$ cat src/rtl/sonar_pkg.sv
// Shared constants for the sonar array hub: register map, region nibble,
// FSM state codes and the captured bus request.
package sonar_pkg;
    localparam logic [3:0] REGION = 4'h3;

    localparam logic [5:0] OFF_STATUS    = 6'h00;
    localparam logic [5:0] OFF_MASK      = 6'h04;
    localparam logic [5:0] OFF_PRESCALER = 6'h08;
    localparam logic [5:0] OFF_CTRL      = 6'h0C;

    localparam int CTRL_TOERR  = 0;
    localparam int CTRL_MCLEAR = 1;

    localparam logic [1:0] S_IDLE    = 2'd0;
    localparam logic [1:0] S_LOCAL   = 2'd1;
    localparam logic [1:0] S_CH_WAIT = 2'd2;
    localparam logic [1:0] S_RESP    = 2'd3;

    typedef struct packed {
        logic        we;
        logic        wr_ok;
        logic        mapped;
        logic [3:0]  idx;
        logic [3:0]  radr;
        logic [31:0] dat;
    } req_t;
endpackage

$ cat src/rtl/sonar_array_hub_ce_divider.sv
// Down-counting clock-enable generator: one-cycle pulse every div+1 cycles,
// silent reload on load.
module ce_divider #(
    parameter int           W       = 8,
    parameter logic [W-1:0] RST_VAL = '0
) (
    input  logic         clk,
    input  logic         rst,
    input  logic [W-1:0] div,
    input  logic         load,
    output logic         ce
);
    logic [W-1:0] cnt;

    always_ff @(posedge clk or posedge rst) begin
        if (rst) begin
            cnt <= RST_VAL;
            ce  <= 1'b0;
        end else if (load) begin
            cnt <= div;
            ce  <= 1'b0;
        end else if (cnt == '0) begin
            cnt <= div;
            ce  <= 1'b1;
        end else begin
            cnt <= cnt - 1'b1;
            ce  <= 1'b0;
        end
    end
endmodule

$ cat src/rtl/sonar_array_hub.sv
// Wishbone hub for the sonar array: local status/mask/prescaler/control
// registers plus point-to-point forwarding to N_CH channels with timeout.
module sonar_array_hub
    import sonar_pkg::*;
#(
    parameter int N_CH    = 15,
    parameter int DW      = 16,
    parameter int PRE_W   = 8,
    parameter int PRE_RST = 49,
    parameter int TIMEOUT = 15
) (
    input  logic               wb_clk_i,
    input  logic               wb_rst_i,
    input  logic               wbs_cyc_i,
    input  logic               wbs_stb_i,
    input  logic               wbs_we_i,
    input  logic [3:0]         wbs_sel_i,
    input  logic [31:0]        wbs_adr_i,
    input  logic [31:0]        wbs_dat_i,
    output logic               wbs_ack_o,
    output logic [31:0]        wbs_dat_o,
    output logic [N_CH-1:0]    ch_valid_o,
    output logic               ch_we_o,
    output logic [3:0]         ch_adr_o,
    output logic [DW-1:0]      ch_dat_o,
    input  logic [N_CH-1:0]    ch_ack_i,
    input  logic [N_CH*DW-1:0] ch_dat_i,
    input  logic [N_CH-1:0]    cmp_i,
    output logic               irq_o,
    output logic               mclear_o,
    output logic               ce_pcm_o
);
    logic [1:0]       state;
    req_t             req;
    logic [N_CH-1:0]  status, mask, sts_clr;
    logic [PRE_W-1:0] prescaler;
    logic             toerr;
    logic [7:0]       cnt;

    logic [3:0] nib;
    logic       hit, is_ch, is_loc;
    assign nib    = wbs_adr_i[9:6];
    assign hit    = wbs_cyc_i & wbs_stb_i & (wbs_adr_i[31:28] == REGION);
    assign is_ch  = (nib != 4'd0) && (nib <= 4'(N_CH));
    assign is_loc = (nib == 4'd0) && (wbs_adr_i[5:4] == 2'b00);

    logic [5:0]  off;
    logic        wr, ld_pre;
    logic [31:0] loc_rd;
    assign off = {req.radr, 2'b00};

    always_comb begin
        wr      = (state == S_LOCAL) && req.we && req.wr_ok && req.mapped;
        sts_clr = '0;
        ld_pre  = 1'b0;
        loc_rd  = '0;
        if (wr && off == OFF_STATUS)    sts_clr = req.dat[N_CH-1:0];
        if (wr && off == OFF_PRESCALER) ld_pre  = 1'b1;
        if (req.mapped) begin
            case (off)
                OFF_STATUS:    loc_rd = 32'(status);
                OFF_MASK:      loc_rd = 32'(mask);
                OFF_PRESCALER: loc_rd = 32'(prescaler);
                OFF_CTRL:      loc_rd = {30'b0, mclear_o, toerr};
                default:       loc_rd = '0;
            endcase
        end
    end

    // Selected channel's read data, sign-extended to the bus width
    logic [DW-1:0] cd;
    logic [31:0]   cd_ext;
    always_comb begin
        cd     = ch_dat_i[req.idx*DW +: DW];
        cd_ext = {32{cd[DW-1]}};
        cd_ext[DW-1:0] = cd;
    end

    always_ff @(posedge wb_clk_i or posedge wb_rst_i) begin
        if (wb_rst_i) begin
            state      <= S_IDLE;
            req        <= '0;
            cnt        <= '0;
            status     <= '0;
            mask       <= '0;
            prescaler  <= PRE_W'(PRE_RST);
            toerr      <= 1'b0;
            mclear_o   <= 1'b0;
            irq_o      <= 1'b0;
            wbs_ack_o  <= 1'b0;
            wbs_dat_o  <= '0;
            ch_valid_o <= '0;
            ch_we_o    <= 1'b0;
            ch_adr_o   <= '0;
            ch_dat_o   <= '0;
        end else begin
            wbs_ack_o <= 1'b0;
            status    <= (status & ~sts_clr) | cmp_i;
            irq_o     <= |(status & mask);
            case (state)
                S_IDLE: if (hit) begin
                    req <= '{we: wbs_we_i, wr_ok: wbs_sel_i[0], mapped: is_loc,
                             idx: nib - 4'd1, radr: wbs_adr_i[5:2], dat: wbs_dat_i};
                    cnt <= '0;
                    // A channel write without sel[0] is completed locally as a no-op
                    if (is_ch && !(wbs_we_i && !wbs_sel_i[0])) begin
                        state    <= S_CH_WAIT;
                        ch_we_o  <= wbs_we_i;
                        ch_adr_o <= wbs_adr_i[5:2];
                        ch_dat_o <= wbs_dat_i[DW-1:0];
                    end else begin
                        state <= S_LOCAL;
                    end
                end
                S_LOCAL: begin
                    wbs_dat_o <= loc_rd;
                    wbs_ack_o <= 1'b1;
                    state     <= S_RESP;
                    if (wr) begin
                        case (off)
                            OFF_MASK:      mask      <= req.dat[N_CH-1:0];
                            OFF_PRESCALER: prescaler <= req.dat[PRE_W-1:0];
                            OFF_CTRL: begin
                                if (req.dat[CTRL_TOERR]) toerr <= 1'b0;
                                mclear_o <= req.dat[CTRL_MCLEAR];
                            end
                            default: ;
                        endcase
                    end
                end
                S_CH_WAIT: begin
                    if (cnt == 8'd0) begin
                        ch_valid_o <= N_CH'(1) << req.idx;
                        cnt        <= 8'd1;
                    end else if (ch_ack_i[req.idx]) begin
                        ch_valid_o <= '0;
                        wbs_dat_o  <= cd_ext;
                        wbs_ack_o  <= 1'b1;
                        state      <= S_RESP;
                    end else if (cnt == 8'(TIMEOUT)) begin
                        ch_valid_o <= '0;
                        wbs_dat_o  <= '0;
                        wbs_ack_o  <= 1'b1;
                        toerr      <= 1'b1;
                        state      <= S_RESP;
                    end else begin
                        cnt <= cnt + 8'd1;
                    end
                end
                S_RESP:  state <= S_IDLE;
                default: state <= S_IDLE;
            endcase
        end
    end

    ce_divider #(.W(PRE_W), .RST_VAL(PRE_W'(PRE_RST))) u_ce (
        .clk  (wb_clk_i),
        .rst  (wb_rst_i),
        .div  (ld_pre ? req.dat[PRE_W-1:0] : prescaler),
        .load (ld_pre),
        .ce   (ce_pcm_o)
    );

    logic unused_bits;
    assign unused_bits = ^{wbs_sel_i[3:1], wbs_adr_i[27:10], wbs_adr_i[1:0], req.dat};
endmodule
$ cat config.mk
export PLATFORM = sky130hd
export DESIGN_NAME = sonar_array_hub
export DESIGN_NICKNAME = d
export VERILOG_FILES = /design/src/rtl/sonar_pkg.sv /design/src/rtl/sonar_array_hub_ce_divider.sv /design/src/rtl/sonar_array_hub.sv
export SDC_FILE = /design/constraint.sdc
export NUM_CORES = 1
export LEC_CHECK = 0
export ABC_CLOCK_PERIOD_IN_PS = 8380
export CORE_AREA = 10 10 153 155
export DETAILED_ROUTE_END_ITERATION = 12
export DIE_AREA = 0 0 163 165
export GPL_TIMING_DRIVEN = 1
export PLACE_DENSITY_LB_ADDON = 0.08
export SLEW_MARGIN = 20
export SYNTH_ARGS = -nofsm -noshare
export SYNTH_HDL_FRONTEND = slang
export SYNTH_SLANG_ARGS = --single-unit
$ cat constraint.sdc
create_clock -name wb_clk_i -period 8.38 [get_ports wb_clk_i]
set_input_delay 1.676 -clock wb_clk_i [delete_from_list [all_inputs] [get_ports wb_clk_i]]
set_output_delay 1.676 -clock wb_clk_i [all_outputs]
set_load 0.02 [all_outputs]
==> results.sh <==
export IMPL_run_status="finished, final reports clean"
export IMPL_detail_route_drc_violations=0
export IMPL_vdd_ir_drop_worst_mv=0.139
export IMPL_number_of_flops_mapped_to_enable_cells_by_yosys=0
export IMPL_syn2layout_area_growth_pct=52.5
export IMPL_stdcell_count=1379
export IMPL_core_area_mm2=0.0202
export IMPL_finalSetupViolCount=0
export IMPL_initial_core_util=0.422
export IMPL_cts_htree_levels=4
export IMPL_skew_ps=8.77
export IMPL_synth_fp_nets=1106
export IMPL_worstMarginPinSlew_ps=905
export IMPL_antenna_violations_before_repair=3
export IMPL_portion_of_total_power_attributed_to_sequential_cells=0.306
export IMPL_y_dimension_of_the_die_um=165
export IMPL_post_synth_fa_ha_maj_area_fraction=0.0118
export IMPL_netlist_instances=755
export IMPL_cts_hold_repair_buffers=0
export IMPL_port_buffers=375
export IMPL_synth_simple_area_share=0.0905
export IMPL_placement_rows=52
export IMPL_grt_pass1_wl_mm=49.0
export IMPL_vias_per_cell=5.42
export IMPL_number_of_global_route_vias_before_repair=8012
export IMPL_final_core_util=0.643
export IMPL_cp_arrival_ps=4420
export IMPL_grtUsageTotal=0.242
export IMPL_worst_setup_path_type="primary input to flop"
export IMPL_hold_violations=0
export IMPL_cell_total_after_placement=1345
export IMPL_detailed_place_hpwl_mm=26.6
export IMPL_netlist_area_leader_share=0.391
export IMPL_power_switching_uw=1170
export IMPL_fmax_mhz=246
export IMPL_timing_reg2reg_setup_slack_ps=4910
export IMPL_family_with_the_most_delay_on_the_worst_path="compound AO/OA/AOI/OAI gates"
export IMPL_drv_max_cap_violation_count=0
export IMPL_power_frac_clock=0.240
export IMPL_synth_top_family_by_area="multiplexers"
export IMPL_dr_pass1_iters=6
export IMPL_cts_inserted_buffers=17
export IMPL_post_cts_repair_setup_buffers=0
export IMPL_drv_slew=0
export IMPL_postCtsResizedCells=0
export IMPL_critical_path_startpoint_type="primary input"
export IMPL_detailroute_wirelength_met3_mm=2.61
export IMPL_rsz0062_at_grt="false"
export IMPL_setup_total_negative_slack_ps=0
export IMPL_maxSlewHeadroom=0.395
export IMPL_routed_wl_met2_mm=16.7
export IMPL_vias=7479
export IMPL_synthXorXnorAreaFrac=0.00617
export IMPL_cts_max_path_buffers=2
export IMPL_critPathCaptureType="flop"
export IMPL_crit_slowest_cell="sky130_fd_sc_hd__a2111oi_1"
export IMPL_synth_flop_cell="sky130_fd_sc_hd__dfrtp_1"
export IMPL_power_density_mw_per_mm2=247
export IMPL_grt_overflow_total=0
export IMPL_synth_area_leaders="sky130_fd_sc_hd__dfrtp_1 39%, sky130_fd_sc_hd__mux4_2 13%, sky130_fd_sc_hd__mux2_2 9.4%, sky130_fd_sc_hd__mux2i_1 5.2%, sky130_fd_sc_hd__a21oi_1 3.5%"
export IMPL_post_route_min_period_ps=4070
export IMPL_power_leakage_uw=0.00514
export IMPL_synth_cell_type_count=57
export IMPL_muxShareOfSynthArea=0.283
export IMPL_top_level_ports=415
export IMPL_cts_tree="done"
export IMPL_timing_critical_path_slowest_cell_delay_ps=820
export IMPL_grt_max_degree=87
export IMPL_finalCritPeriodShare=0.486
export IMPL_post_synthesis_compound_gate_area_fraction=0.149
export IMPL_min_path_type="flop to flop"
export IMPL_crit_required_ps=8730
export IMPL_power_switching_share=0.365
export IMPL_fin_nets=1445
export IMPL_synth_area_mm2=0.00851
export IMPL_worstPathMaxFanout=15
export IMPL_path_clk_slew_ps=60
export IMPL_clock_sinks=139
export IMPL_crit_chain="clkdlybuf4s50_1, nor2b_1, a2111oi_1, a2111oi_4, nor3_4, a21o_1, a22o_1"
export IMPL_p_int_uw=2040
export IMPL_cts_root_buffer_cell="sky130_fd_sc_hd__clkbuf_16"
export IMPL_post_route_cells_drive_above_1_share=0.163
export IMPL_power_share_combinational=0.454
export IMPL_ys_ff_latch=139
export IMPL_die_w_um=163
export IMPL_postSynth_asyncResetShare=1.00
export IMPL_postSynthAreaPerCell_um2=11.3
export IMPL_worst_path_buf_inv=1
export IMPL_total_number_of_yosys_warnings=0
export IMPL_total_die_area_mm2=0.0269
export IMPL_met1_wire_length_mm=12.9
export IMPL_initialDrtViolationCount=509
export IMPL_synth_sequential_area_ratio=0.409
export IMPL_gpl_final_weighted_congestion=0.886
export IMPL_synth_top_cell_by_area="sky130_fd_sc_hd__dfrtp_1"
export IMPL_detail_route_wl_per_cell_um=23.7
export IMPL_worst_skew_pair_late_latency_ps=420
export IMPL_routed_wl_mm=32.7
export IMPL_postRouteAntennaNets=0
export IMPL_route_top_layer_used="met4"
[registers in the layout (all words and copies together) (netlist names), 15 cells and up]
| name | cells |
|---|---|
| ch_dat_o | 16 |
| ch_valid_o | 15 |
| mask | 15 |
| req | 22 |
| status | 15 |
| wbs_dat_o | 16 |
[power by group through the flow]
stage | combinational, uW | sequential (uW) | clock, uW
2_1_floorplan | 938 | 984 | 0
6_report | 1450 | 983 | 769
5_1_grt | 1590 | 1010 | 812
3_5_place_dp | 1470 | 989 | 0
3_3_place_gp | 1450 | 984 | 0
4_1_cts | 1470 | 980 | 781
[area by class of cell]
cell class,instances,area [um^2]
clock inverter,9,138
fill,1665,7190
multi-input combinational,530,4610
timing repair buffer,388,3850
clock buffer,23,468
tap,270,338
sequential,139,3490
antenna,2,5.00
inverter,18,72.6
[logic make-up (layout without fill, tap and decap cells)]
group,count (synthesis),after routing
other,0,2
XOR/XNOR,6,6
adder cells (fa/ha/maj),8,8
AO/OA/AOI/OAI,182,182
multiplexers,168,168
flip-flops,139,139
AND/OR/NAND/NOR,166,166
buffers and inverters,86,438
[worst register-to-register path: stages, from the launching register on]
cell and delay (ps):
sky130_fd_sc_hd__dfrtp_4 580, sky130_fd_sc_hd__buf_4 720, sky130_fd_sc_hd__nor2b_1 140, sky130_fd_sc_hd__buf_4 260, sky130_fd_sc_hd__a2bb2oi_1 280, sky130_fd_sc_hd__a2111oi_4 150
sky130_fd_sc_hd__nor3_4 530, sky130_fd_sc_hd__a21o_1 520, sky130_fd_sc_hd__a22o_1 230
[cell usage after synthesis, types with 2 or more instances]
cell                          n
sky130_fd_sc_hd__a32o_1       6
sky130_fd_sc_hd__a22oi_1      4
sky130_fd_sc_hd__nor2b_1      6
sky130_fd_sc_hd__a2bb2oi_1   32
sky130_fd_sc_hd__nand2b_1     2
sky130_fd_sc_hd__and2_1       2
sky130_fd_sc_hd__dfstp_2      6
sky130_fd_sc_hd__and4b_1      4
sky130_fd_sc_hd__nor2_1      63
sky130_fd_sc_hd__a211o_1      4
sky130_fd_sc_hd__nor3_1       9
sky130_fd_sc_hd__buf_2       10
sky130_fd_sc_hd__o2bb2ai_1    2
sky130_fd_sc_hd__buf_1        5
sky130_fd_sc_hd__a21o_1      18
sky130_fd_sc_hd__o21ai_0     27
sky130_fd_sc_hd__a211oi_1     3
sky130_fd_sc_hd__xor2_1       3
sky130_fd_sc_hd__a22o_1      10
sky130_fd_sc_hd__dfrtp_1    133
sky130_fd_sc_hd__nand3_1      6
sky130_fd_sc_hd__mux4_2      51
sky130_fd_sc_hd__mux2_2      71
sky130_fd_sc_hd__nand4_1      3
sky130_fd_sc_hd__nand2_1     52
sky130_fd_sc_hd__clkbuf_1    30
sky130_fd_sc_hd__buf_4       22
sky130_fd_sc_hd__nor4_1       3
sky130_fd_sc_hd__o21a_1       2
sky130_fd_sc_hd__and3_1       8
sky130_fd_sc_hd__mux2_1       2
sky130_fd_sc_hd__a21oi_1     59
sky130_fd_sc_hd__ha_1         8
sky130_fd_sc_hd__nor3b_1      4
sky130_fd_sc_hd__inv_1       18
sky130_fd_sc_hd__mux2i_1     44
sky130_fd_sc_hd__xnor2_1      3
[through the flow]
step	cell area, um^2	worst slack (ps)	hold WS (ps)	total power, uW
finish	13000	4310	498	3210
global route	13000	4190	513	3400
CTS	13000	4340	499	3230
detailed placement	12400	3930	472	2460
global placement	12400	3940	474	2440
floorplan	8510	2990	435	1920
[placed cells by master, fill, tap and decap left out, types with 3 or more instances in the layout]
cell,n
sky130_fd_sc_hd__nand2_1,52
sky130_fd_sc_hd__dfrtp_1,130
sky130_fd_sc_hd__clkinvlp_4,4
sky130_fd_sc_hd__a21o_1,18
sky130_fd_sc_hd__nand4_1,3
sky130_fd_sc_hd__a211o_1,4
sky130_fd_sc_hd__o21ai_0,27
sky130_fd_sc_hd__nor2b_1,6
sky130_fd_sc_hd__a32o_1,6
sky130_fd_sc_hd__ha_1,8
sky130_fd_sc_hd__dfstp_2,6
sky130_fd_sc_hd__clkbuf_1,4
sky130_fd_sc_hd__a22o_1,10
sky130_fd_sc_hd__a21oi_1,59
sky130_fd_sc_hd__nand3_1,6
sky130_fd_sc_hd__mux2_2,71
sky130_fd_sc_hd__nor3_1,9
sky130_fd_sc_hd__and3_1,8
sky130_fd_sc_hd__nor2_1,63
sky130_fd_sc_hd__a211oi_1,3
sky130_fd_sc_hd__mux4_2,51
sky130_fd_sc_hd__mux2i_1,44
sky130_fd_sc_hd__a22oi_1,4
sky130_fd_sc_hd__nor4_1,3
sky130_fd_sc_hd__buf_4,13
sky130_fd_sc_hd__and4b_1,4
sky130_fd_sc_hd__xor2_1,3
sky130_fd_sc_hd__bufinv_16,3
sky130_fd_sc_hd__clkdlybuf4s50_1,375
sky130_fd_sc_hd__clkbuf_16,17
sky130_fd_sc_hd__inv_1,17
sky130_fd_sc_hd__xnor2_1,3
sky130_fd_sc_hd__a2bb2oi_1,32
[metal layers]
layer  vias to the layer above  global-route usage
li1                       3508                   -
met1                      3654               0.284
met2                       292               0.419
met3                        25              0.0849
met4                         0              0.0475
met5                         -                   0
[worst paths after layout]
check | start | end | depth (start not counted)
hold / removal | ch_valid_o[6] | ch_valid_o[6] | 1
hold reg to reg | ch_valid_o[6] | ch_valid_o[6] | 1
setup / recovery | ch_ack_i[8] | ch_valid_o[2] | 7
setup reg to reg | req[37] | ch_valid_o[2] | 8
max in group asynchronous | wb_rst_i | mask[9] | 3
min in group asynchronous | wb_rst_i | ch_dat_o[15] | 2
No activity file was read; power rests on OpenSTA's default activity.
==> edit (same flow settings) <==
Reset style: synchronous (`rst` and `wb_rst_i`), changed in 2 clocked blocks.
--- a/src/rtl/sonar_array_hub_ce_divider.sv
+++ b/src/rtl/sonar_array_hub_ce_divider.sv
@@ -13,5 +13,5 @@
     logic [W-1:0] cnt;
 
-    always_ff @(posedge clk or posedge rst) begin
+    always_ff @(posedge clk) begin
         if (rst) begin
             cnt <= RST_VAL;
--- a/src/rtl/sonar_array_hub.sv
+++ b/src/rtl/sonar_array_hub.sv
@@ -77,5 +77,5 @@
     end
 
-    always_ff @(posedge wb_clk_i or posedge wb_rst_i) begin
+    always_ff @(posedge wb_clk_i) begin
         if (wb_rst_i) begin
             state      <= S_IDLE;
Formal check against the unedited RTL: differs if wb_rst_i is asserted again (counterexample within 4 cycles, from zero or initial values and one cycle with wb_rst_i high); with wb_rst_i held inactive, the same outputs for 4 cycles.
==> edit against the original RTL <==
- synthesized area down 5.2%
- routed wire length up 8.9%
- first-iteration DRC count up 14%
- via count up 9.1%
- clock skew down 0.0020 ns
- final area down 4.0%
- setup slack better by 0.14 ns
- sequential cell count unchanged
- critical path depth down 1
Power is not compared: it rests on default switching activity, and its combinational part moved more than twofold at a synthesized area within 25%.
==> edit: results (changes against the original RTL) <==
- Number of setup buffers added after CTS: 0 (unchanged)
- Cell with the largest stage delay on the worst path: or4b_2 (was a2111oi_1)
- Highest fanout seen on the critical path: 30 (was 15)
- Area contributors post-synth: dfxtp_1, mux4_2, nand2_1 (was dfrtp_1, mux4_2, mux2_2)
- Max VDD drop: 0.000155 V
- Fraction of final layout cells sized beyond drive strength 1: 0.116 (was 0.163)
- Result of the run: complete, no violations (unchanged)
- Maximum number of pins on one net before global-route repair: 69 (was 87)
- Root buf cell: clkbuf_16 (unchanged)
- Min-Delay Path Depth: 2 (was 1)
- Number of antenna violations at the first check in global routing: 2 (was 3)
- Synthesis warning total: 0 (unchanged)
- Number of buffers created by CTS: 17 (unchanged)
- Via count: 8162 (was 7479)
- Worst min path class: flip-flop to flip-flop (unchanged)
- Port-buffer cells: 375 (unchanged)
- Maximum single-stage delay on the critical path: 0.99 ns (was 0.82 ns)
- Async SR Flop Fraction: 0 (was 1.00)
- Top FF cell, synth: dfxtp_1 (was dfrtp_1)
- Count of unique library cells instantiated by Yosys: 56 (was 57)
- Global placer's final weighted congestion: 0.897 (was 0.886)
- Inst Count DP: 1439 (was 1345)
- Relative max-transition margin: 0.258 (was 0.395)
- Global routing usage summed across all routing layers: 0.254 (was 0.242)
- Vias in the first global route: 8123 (was 8012)
- P_leak: about 4.1 nW
- Router iterations before antenna repair: 5 (was 6)
- Clock-pin slew reported for the worst setup and hold paths after clock tree synthesis: 0.06 ns (about the same)
- Average cell area after synthesis: 9.25 um^2 (was 11.3 um^2)
- Commonest cells in the synthesized netlist: nand2_1, dfxtp_1, a21oi_1 (was dfrtp_1, mux2_2, nor2_1)
- CTS HTree Levels: 4 (unchanged)
- Number of buffers between clock root and the deepest sink: 2 (unchanged)
- Fill cells: 1787 (was 1665)
- First DRT Iteration DRCs: 581 (was 509)
- Largest registers ranked by flip-flop count: req: 22 flops, ch_dat_o: 16 flops, wbs_dat_o: 16 flops (unchanged)
- Top cell family by delay on the critical path: simple AND/OR/NAND/NOR gates (was compound AO/OA/AOI/OAI gates)
- Depth of the most critical reg-to-reg path: 7 (was 8)
- Average wire per cell in the routed design: 24.2 um (was 23.7 um)
- Source-to-sink clock delay at the later pin of the worst-skew pair: 0.43 ns
- Net count of the mapped netlist: 1223 (was 1106)
- Layout Skew: 0.00673 ns (was 0.00877 ns)
- Post-cts resize count: 0 (unchanged)
- Global-route wire length before repair: 51200 um (was 49000 um)
- Share of the yosys chip area belonging to registers: 0.345 (was 0.409)
- Critical path data arrival time: 4.29 ns (was 4.42 ns)
- Post-detailed-placement half-perimeter wirelength: 28900 um (was 26600 um)
- Final non-filler cell total: 1472 (was 1379)
[edit: cell types whose count changed in the layout (fill, tap and decap cells not counted), moves of 8 or more]
| cell | delta |
|---|---|
| a21o_1 | -17 |
| a21oi_1 | +51 |
| a221oi_2 | +8 |
| a22oi_1 | +13 |
| a2bb2oi_1 | -32 |
| dfrtp_1 | -130 |
| dfxtp_1 | +136 |
| mux2_2 | -63 |
| mux2i_1 | -15 |
| mux4_2 | +18 |
| nand2_1 | +149 |
| nor2_1 | -34 |
| o21ai_0 | +8 |
[edit: routing by layer]
metal	wire, um	global-route usage
met5	13	0
met2	18500	0.440
met3	3010	0.0779
met1	13800	0.303
met4	333	0.0549
[edit: final timing paths]
path | startpoint | to | slack (ns)
max | wbs_adr_i[29] | cnt[4]$_SDFFE_PP0P_ | 4.44
min | ch_dat_o[1]$_SDFFE_PP0P_ | ch_dat_o[1]$_SDFFE_PP0P_ | 0.45
max reg2reg | req[36]$_SDFFE_PP0P_ | wbs_dat_o[9]$_SDFFE_PP0P_ | 4.80
min reg2reg | ch_dat_o[1]$_SDFFE_PP0P_ | ch_dat_o[1]$_SDFFE_PP0P_ | 0.45
[edit: stage by stage]
| stage | cell area [um^2] | hold slack, ns | setup WS, ns | util |
|---|---|---|---|---|
| after floorplan | 8070 | 0.427 | 4.89 | - |
| after global placement | 11800 | 0.442 | 4.05 | 0.586 |
| after detailed placement | 11800 | 0.446 | 4.04 | 0.586 |
| after CTS | 12500 | 0.454 | 4.47 | 0.618 |
| after global routing | 12500 | 0.468 | 4.35 | 0.618 |
| final | 12500 | 0.452 | 4.44 | 0.618 |
[edit: worst reg2reg max path: cells and delay by family (launching register included)]
kind | cells | cell delay [ns]
buf+inv | 1 | 0.59
flops | 1 | 0.81
compound gates | 4 | 0.90
simple gates | 2 | 1.17
[edit: cell families after synthesis]
group,Yosys count,synth area share
muxes,106,0.240
AOI/OAI and AO/OA,230,0.188
DFF,139,0.345
and+or+nand+nor,285,0.150
adders and majority gates,8,0.0124
xor gates and xnor gates,7,0.00760
buffers and inverters,97,0.0569
[edit: power by group]
part	internal, mW	total, mW	leakage, nW	switching [mW]
Combinational	0.300	0.589	2.68	0.289
Clock	0.528	0.819	0.311	0.292
Sequential	0.693	0.720	1.13	0.0269
[edit: cell type report]
| cell class | instances | area share |
|---|---|---|
| Antenna cell | 1 | 0.000201 |
| Clock buffer | 21 | 0.0386 |
| Clock inverter | 11 | 0.0132 |
| Inverter | 13 | 0.00392 |
| Multi-Input combinational cell | 636 | 0.388 |
| Sequential cell | 139 | 0.224 |
| Tap cell | 270 | 0.0271 |
| Timing Repair Buffer | 381 | 0.305 |
